$ cat config.mk
export PLATFORM = sky130hd
export DESIGN_NAME = ls194_universal_shift
export DESIGN_NICKNAME = d
export VERILOG_FILES = /design/src/rtl/ls194_universal_shift.sv
export SDC_FILE = /design/constraint.sdc
export NUM_CORES = 1
export LEC_CHECK = 0
export BUFFER_PORTS_ARGS = -buffer_cell sky130_fd_sc_hd__buf_2
export CAP_MARGIN = 20
export CORE_AREA = 2 2 39 41
export DETAILED_ROUTE_END_ITERATION = 10
export DIE_AREA = 0 0 41 43
export PLACE_DENSITY_LB_ADDON = 0.15
export REMOVE_ABC_BUFFERS = 1
export SYNTH_ARGS = -nofsm -noshare
export SYNTH_HDL_FRONTEND = slang
export SYNTH_SLANG_ARGS = --single-unit
$ cat constraint.sdc
create_clock -name clk -period 1.5 [get_ports clk]
set_input_delay 0.075 -clock clk [delete_from_list [all_inputs] [get_ports clk]]
set_output_delay 0.075 -clock clk [all_outputs]
set_load 0.05 [all_outputs]
$ cat src/rtl/ls194_universal_shift.sv
// 74LS194-style universal shift register: hold, shift right, shift left, parallel load.
// Define LS194_PARITY_EN to add the combinational PAR output (XOR-reduction of Q).
module ls194_universal_shift #(
  parameter int unsigned      WIDTH     = 4,
  parameter logic [WIDTH-1:0] RESET_VAL = '0
) (
  input  logic             clk,
  input  logic             rst,
  input  logic             S0,
  input  logic             S1,
  input  logic             DSR,
  input  logic             DSL,
  input  logic [WIDTH-1:0] P,
`ifdef LS194_PARITY_EN
  output logic [WIDTH-1:0] Q,
  output logic             PAR
`else
  output logic [WIDTH-1:0] Q
`endif
);

  typedef enum logic [1:0] {
    MODE_HOLD  = 2'b00,
    MODE_SHR   = 2'b01,
    MODE_SHL   = 2'b10,
    MODE_LOAD  = 2'b11
  } mode_e;

  mode_e            mode;
  logic [WIDTH-1:0] q_next;

  assign mode = mode_e'({S1, S0});

  // Next-state selection; shift right moves QA toward QD with DSR entering QA.
  always_comb begin
    q_next = Q;
    unique case (mode)
      MODE_HOLD: q_next = Q;
      MODE_SHR:  q_next = {Q[WIDTH-2:0], DSR};
      MODE_SHL:  q_next = {DSL, Q[WIDTH-1:1]};
      MODE_LOAD: q_next = P;
      default:   q_next = Q;
    endcase
  end

  always_ff @(posedge clk) begin
    if (rst) begin
      Q <= RESET_VAL;
    end else begin
      Q <= q_next;
    end
  end

`ifdef LS194_PARITY_EN
  assign PAR = ^Q;
`endif

endmodule

== Word level (Yosys, flattened, before mapping) ==
Index checks and enable logic that the tools add are counted.

* $add $sub $neg: 0
* Eq/ne operators: 3
* Shifts and indexed selects: 0
* Muxes and demuxes: 1
* Div/mod/pow operators: 0
* Reduce and logical (&&, ||, !) cells: 1
* Magnitude comparators: 0
* Bitwise operators: 0
* Multipliers: 0

{| class="wikitable"
|+ Operator list
! operator !! number
|-
| $pmux 4 s3 || 1
|-
| $eq 2x2->1 const B || 2
|-
| $eq 2x1->1 const B || 1
|-
| $logic_not 2->1 || 1
|}

* Memories kept: 0
* Bits in read-only memories: 0
* Memory bits (writable): 0
* Bits in registers: 4
* Bits in latches: 0

== Logic depth before layout (Yosys ltp) ==
Gate-level depths: netlist of run 1.

* Depth in word-level cells: 2
* Mapped depth: 2
* Depth with buffers taken out: 2

== Least setup slack after synthesis of run 1 ==
No wires, ideal clock.

* Path kind: reg2reg
* From: register Q[1]
* To: register Q[0]
* Data arrival time: 1,138 ps
* Data required time: 1,386 ps
* Setup slack: 248 ps
* Setup time: 114 ps
* Clock period less this slack: 1,252 ps
* Cell stages (with the launch flop): 3
* Buffers on the path: 0
* Cell sequence: dfxtp_1 mux4_1 nor2b_1

* Cells in the longest elaborated chain, start to end: 1

{| class="wikitable"
|+ Ends and longest elaborated chain
! what !! line !! text
|-
| start, declared || 18 || <nowiki>output logic [WIDTH-1:0] Q</nowiki>
|-
| start signal, assigned || 50 || <nowiki>Q <= q_next;</nowiki>
|-
| $pmux 4 s3 || 37 || <nowiki>unique case (mode)</nowiki>
|}

Every way passes these cells.
A chain may end at the register's enable or synchronous reset.

== Final worst setup path of run 1 ==
Ends and elaborated chain as after synthesis.

==> results of run 1 <==
[layout make-up]
type / instances / share of cell area
Multi-Input combinational cell: 8 / 0.3878
Sequential cell: 4 / 0.2612
Timing Repair Buffer: 13 / 0.2122
Tap cell: 16 / 0.06531
Clock buffer: 3 / 0.07347
[synthesized netlist by cell type]
| cell type | instances | area (µm²) |
|---|---|---|
| sky130_fd_sc_hd__nor2b_1 | 4 | 25.02 |
| sky130_fd_sc_hd__mux4_2 | 3 | 67.56 |
| sky130_fd_sc_hd__dfxtp_1 | 4 | 80.08 |
| sky130_fd_sc_hd__mux4_1 | 1 | 26.28 |
[power groups by stage]
stage | combinational, mW | clock (mW) | sequential [mW]
after floorplan | 0.0229 | 0 | 0.144
after global placement | 0.0721 | 0 | 0.121
after detailed placement | 0.0724 | 0 | 0.121
after CTS | 0.0726 | 0.141 | 0.120
after global routing | 0.0767 | 0.153 | 0.121
final | 0.0717 | 0.133 | 0.120
[layout by cell type (no fill, tap or decap)]
master and count:
sky130_fd_sc_hd__buf_2 13, sky130_fd_sc_hd__mux4_2 3, sky130_fd_sc_hd__dfxtp_1 4, sky130_fd_sc_hd__mux4_1 1, sky130_fd_sc_hd__nor2b_1 4, sky130_fd_sc_hd__clkbuf_4 3
[cell families after synthesis]
| group | after synthesis | synth area share |
|---|---|---|
| DFF | 4 | 0.4025 |
| muxes | 4 | 0.4717 |
| and+or+nand+nor | 4 | 0.1258 |
[metrics by stage]
stage	utilization	setup slack [ns]	hold WS, ns
after detailed placement	0.2052	0.4515	0.3103
final	0.2215	0.4410	0.06242
after floorplan	-	0.2482	0.1466
after global routing	0.2215	0.3945	0.05836
after CTS	0.2215	0.4344	0.06139
after global placement	0.2052	0.4683	0.3120
[worst max-delay path, stage by stage (launching register included)]
cell and delay (ns):
sky130_fd_sc_hd__dfxtp_1 0.32, sky130_fd_sc_hd__mux4_1 0.49, sky130_fd_sc_hd__nor2b_1 0.14
[routing by layer]
metal	GRT usage	vias to the layer above
li1	-	82
met1	0.09868	83
met2	0.08750	16
met3	0.09424	0
met4	0.06000	0
met5	0	-
[final timing paths]
path                      from                end  slack [ns]  depth (start not counted)
min reg2reg  Q[3]$_SDFFE_PP0P_  Q[2]$_SDFFE_PP0P_        0.71                          2
max          Q[1]$_SDFFE_PP0P_  Q[0]$_SDFFE_PP0P_        0.44                          2
max reg2reg  Q[1]$_SDFFE_PP0P_  Q[0]$_SDFFE_PP0P_        0.44                          2
min                        rst  Q[2]$_SDFFE_PP0P_        0.06                          2
==> results.txt, run 1 <==
Across all layers, the routed design uses 181 vias. Of the total power, the share spent switching nets is 0.2721. The wire length of the first global-routing pass is 890 µm. Signal routing reaches up to met3. The number of antenna violations at the first check in global routing came out at 0. The latest clock arrival within the worst-skew pair came out at 0.23 ns. Summing all multi-input logic gate instances after layout gives 118.9 µm². The root buffer cell is sky130_fd_sc_hd__clkbuf_4. In the final layout, the registers with the most flip-flops are Q: 4 flops. The tool flagged a number of max-cap violations equal to 0. The tree built by TritonCTS fans out to 4 sinks. In this run the power density over the cells is 1061 mW/mm². The met3 layer wire length in the routed design came out at 116 µm. The clock-pin slew reported for the worst setup and hold paths after clock tree synthesis came out at 0.04 ns. Across the whole layout, storage elements account for 80.08 µm².

The peak ir drop on the vdd network came out at 281.3 µV. The number of placement rows is 14. The number of instances in the synthesized netlist came out at 12. On the final layout, the worst clock skew is 0.002193 ns. The share of total power in sequential cells came out at 0.369.

In the final layout, the share of cells above drive strength 1 is 0.6786. The sequential share of the synthesized area came out at 0.4025. The number of hold-repair buffers added at the cts stage is 0.

The final setup violation count came out at 0. In this run the static leakage power is 0.1435 nW. The post-DP HPWL is 429.4 µm. The worst setup path is captured at a register.

The number of design rule violations left after detail routing came out at 0. The number of levels the H-tree was split into came out at 1. The final design instance area without fill is 306.5 µm². The setup TNS after final layout is 0 ns. The pin count of the biggest net entering global routing is 5. The area growth from synthesis to layout is 54.09%. The post-route met1 wirelength is 227 µm. The run finished with clean final reports. The detail-routed via count per cell came out at 4.114. The flip-flop count of the largest register after layout is 4. The DRC marker count from the first detailed-route iteration came out at 2.

The floorplan step set the die height to 43 µm. The clock network fraction of total power came out at 0.410. More flip-flops sit in one register than any other, and that register is Q. The largest driver fanout on the critical path came out at 4. Routability-driven placement finished with a final weighted congestion of 0.6685. The die area came out at 0.001763 mm². The Yosys step of the flow raised 0 warnings. The number of buffer cells added on primary ports came out at 13. The required arrival time at the worst endpoint is 1.63 ns. The die extent in x came out at 41 µm. After detailed placement, the total cell area comes to 284.0 µm². Dividing the final minimum period by the clock period gives 0.7060. The type of the worst setup path is register to register.

The synthesized netlist contains 4 unique library cells. The global-route congestion overflow total is 0. The post-layout instance count excluding filler cells is 44. Data on the critical path arrives at its endpoint at 1.19 ns. The netlist area before placement came out at 198.9 µm². The total iterations of the first detailed-routing run is 2. The global router's overall resource usage came out at 0.08595. STA classifies the critical path startpoint as a register. The number of filler cells placed in the layout is 149.

The worst hold-check path type is input port to register. The count of antenna diodes in the layout came out at 0. The normalized max-slew margin is 0.8348.

The maximum count of clock buffers along a single path came out at 2. Once the clock tree was built, the setup fixing pass inserted 0 buffers. Setup repair after global routing left no endpoint under its margin. The count of endpoints failing hold in the final timing report is 0. The remaining antenna violation count is 0. The region available for standard cell placement spans 0.001384 mm².

The number of top-level pins is 14. The register bit count reported by yosys came out at 4. The CTS tree is built. Of the total power, combinational logic draws 0.221. The shortest period the worst path allows is 1.059 ns. After the last flow step, the layout net total stands at 40.

The total power consumption of the routed design came out at 0.3252 mW. A synthesized cell averages 16.58 µm². The length of routed met2 wiring came out at 179 µm.

The routed length per placed instance is 11.89 µm. The number of cells in the design after placement came out at 41. The initial utilization of the core area, before any placement, comes to 0.1438. At the pin with the least slew margin, the transition time is 0.2495 ns. The total of cells resized after clock tree synthesis is 0. The analysis attributes to net switching a power of 0.08850 mW. The internal portion of the total power is 0.2367 mW. After detailed routing, the total wire length is 523 µm. The number of pins exceeding their max-slew limit in the final report came out at 0. The CTS buffer count is 3. The number of global-route vias before repair came out at 190. The maximum clock rate came out at 0.9443 GHz.
No activity file was read; power rests on OpenSTA's default activity.
==> run 2: changes to the inputs <==
clock period = 1.05 ns   (was 1.5 ns; I/O delays follow)
==> results.txt, run 2 (synthesized netlist as in run 1, its figures left out) <==
The flow ran to the end, and the final reports show no timing, DRC or antenna violations. The CTS buffer count is 3 (unchanged). The number of design rule violations left after detail routing is 0 (unchanged). The peak ir drop on the vdd network came out at 412.3 µV (+47%). The worst setup path is of the register to register kind. The remaining antenna violation count is 0 (unchanged). The total power consumption of the routed design is 0.4684 mW (+44%). The number of filler cells placed in the layout is 152 (+2.0%).

The maximum clock rate is 0.9716 GHz (+2.9%). The worst setup path is captured at a register. The number of placement rows is 14 (unchanged). The final critical-path setup slack was 0.02075 ns (-0.4203 ns). The worst slack after detailed placement is 0.001473 ns (-0.4500 ns). Setup repair after global routing could not meet its margin everywhere. The total iterations of the first detailed-routing run is 2 (unchanged). The count of endpoints failing hold in the final timing report was 0 (unchanged). The sort of element at the start of the critical path is a register. The flop-to-flop setup slack came to 0.02 ns (-0.42 ns). Traced cell by cell, the critical path runs through mux4_2 > nor2b_1. The number of buffers and inverters on the critical path came out at 0 (unchanged).

The count of antenna diodes in the layout came to 0 (unchanged). More flip-flops sit in one register than any other, and that register is Q. The flip-flop count of the largest register after layout came to 4 (unchanged). The clock-pin slew reported for the worst setup and hold paths after clock tree synthesis came out at 0.04 ns (about the same). The clock tree skew after final layout came out at 0.001902 ns (-0.0002902 ns). The worst register-to-register path begins at Q[2]$_SDFFE_PP0P_. The final weighted congestion in routability-driven placement is 0.6685 (unchanged).

The die extent in x was 41 µm (unchanged). The reported max-cap violation count is 0 (unchanged). The DRC marker count from the first detailed-route iteration is 2 (unchanged). The final wirelength was 519 µm (-0.76%). The final worst hold slack came out at 0.03146 ns (-0.03096 ns).

The final setup violation count was 0 (unchanged). The normalized max-slew margin came out at 0.8348 (unchanged). The required arrival time at the worst endpoint is 1.18 ns (-0.45 ns). The starting utilization of the core area came out at 0.1438 (unchanged). The latest clock arrival within the worst-skew pair is 0.24 ns (about the same).

The number of pins exceeding their max-slew limit in the final report came out at 0 (unchanged). The wire length of the first global-routing pass is 876 µm (-1.6%). The source of the worst hold timing path is rst.

The global router's overall resource usage is 0.08485 (-0.001097). The area of the multi-input gates is 115.1 µm² (-3.2%). The detail-routed via count per cell was 3.977 (-3.3%).

The number of antenna violations at the first check in global routing was 0 (unchanged). The placed instance area came out at 284.0 µm² (unchanged). The total number of clock tree sinks came to 4 (unchanged).

The final design instance area without fill is 305.3 µm² (-0.41%). The maximum count of clock buffers along a single path came out at 2 (unchanged). The tree is rooted in a sky130_fd_sc_hd__clkbuf_4. The area of the core came to 0.001384 mm² (unchanged). The shortest period the worst path allows came out at 1.029 ns (-0.02971 ns). Compared with the post-synthesis result, the final layout area differs by 53.46%. The pin count of the biggest net entering global routing came out at 5 (unchanged).

The number of buffers inserted by post-CTS setup repair is 0 (unchanged). The number of global-route vias before repair was 194 (+2.1%). The min-delay analysis places its worst path in the category input port to register. The maximum cell stage delay along the critical path came to 0.45 ns (-0.04 ns). On the critical path, the stage with the largest delay is an instance of sky130_fd_sc_hd__mux4_2. The number of cells in the design after placement is 41 (unchanged). The worst path arrival time was 1.16 ns (-0.03 ns). The largest driver fanout on the critical path is 4 (unchanged). The cell family contributing the most delay on the critical path is multiplexers. The post-layout instance count excluding filler cells is 44 (unchanged). The number of nets in the finished design is 40 (unchanged).

The power per unit of standard cell area was 1534 mW/mm² (+45%). The CTS tree is built. The global-route congestion overflow total came out at 0 (unchanged). The die area is 0.001763 mm² (unchanged). The share of post-route cells with drive strength above 1 is 0.7857 (+0.1071). The number of levels the H-tree was split into came out at 1 (unchanged). The total number of vias came out at 175 (-3.3%). The actual slew at the worst max-slew pin came out at 0.2495 ns (-0.0000005960 ns). The share of the clock period used by the worst path after layout is 0.9802 (+0.2743). The number of buffer cells added on primary ports is 13 (unchanged). In the final layout, the registers with the most flip-flops are Q: 4 flops. The number of top-level pins was 14 (unchanged). The most common library cell in the layout ignoring fill and taps is sky130_fd_sc_hd__buf_2. The post-DP HPWL was 429.4 µm (unchanged).

The area of all sequential standard cells is 82.58 µm² (+3.1%). In this run the worst setup path begins at Q[2]$_SDFFE_PP0P_. The standby leakage power is 0.1389 nW (-3.2%).

The vertical extent of the die came to 43 µm (unchanged). The library cells used most frequently in the layout, excluding fill and tap cells, are sky130_fd_sc_hd__buf_2, sky130_fd_sc_hd__mux4_2, sky130_fd_sc_hd__nor2b_1. The routed length per placed instance is 11.80 µm (-0.76%).
[run 2: changes by cell type in the layout (fill, tap and decap cells not counted)]
cell	change
sky130_fd_sc_hd__dfxtp_1	-2
sky130_fd_sc_hd__mux4_2	+1
sky130_fd_sc_hd__mux4_1	-1
sky130_fd_sc_hd__dfxtp_2	+2
[run 2: path summary, 6_finish.rpt]
path                            end  cells past startpoint
hold reg to reg   Q[2]$_SDFFE_PP0P_                      2
setup reg to reg  Q[1]$_SDFFE_PP0P_                      2
setup / recovery  Q[1]$_SDFFE_PP0P_                      2
hold / removal    Q[2]$_SDFFE_PP0P_                      2
[run 2: power breakdown]
| group | leakage [nW] | internal [mW] | switching (mW) |
|---|---|---|---|
| combinational | 0.0914 | 0.0478 | 0.0555 |
| sequential | 0.0337 | 0.164 | 0.00834 |
| clock | 0.0138 | 0.128 | 0.0648 |
[run 2: layer usage]
metal | share of wire | up-vias | GRT usage
li1 | - | 80 | -
met1 | 0.43 | 77 | 0.09508
met2 | 0.34 | 18 | 0.08750
met3 | 0.23 | 0 | 0.09424
met4 | 0 | 0 | 0.06000
met5 | 0 | - | 0
[run 2: cell type report]
type                    instances  share of cell area
clock buffers                   3             0.07377
multi-input cells               8              0.3770
flip-flops and latches          4              0.2705
well taps                      16             0.06557
repair buffers                 13              0.2131
[run 2: timing repair]
action / in CTS / in global routing
endpoints found under the hold margin: 0 / 0
gates resized for setup: 3 / 0
endpoints found under the setup margin: 2 / 2
hold buffers: 0 / 0
[run 2: worst register-to-register path: stages, from the launching register on]
cell,delay (ns)
sky130_fd_sc_hd__dfxtp_2,0.33
sky130_fd_sc_hd__mux4_2,0.45
sky130_fd_sc_hd__nor2b_1,0.14
[run 2: stage by stage]
stage | utilization | setup TNS, ns
after floorplan | - | -0.6784
after global placement | 0.2052 | 0
after detailed placement | 0.2052 | 0
after CTS | 0.2206 | 0
after global routing | 0.2206 | -0.01373
final | 0.2206 | 0
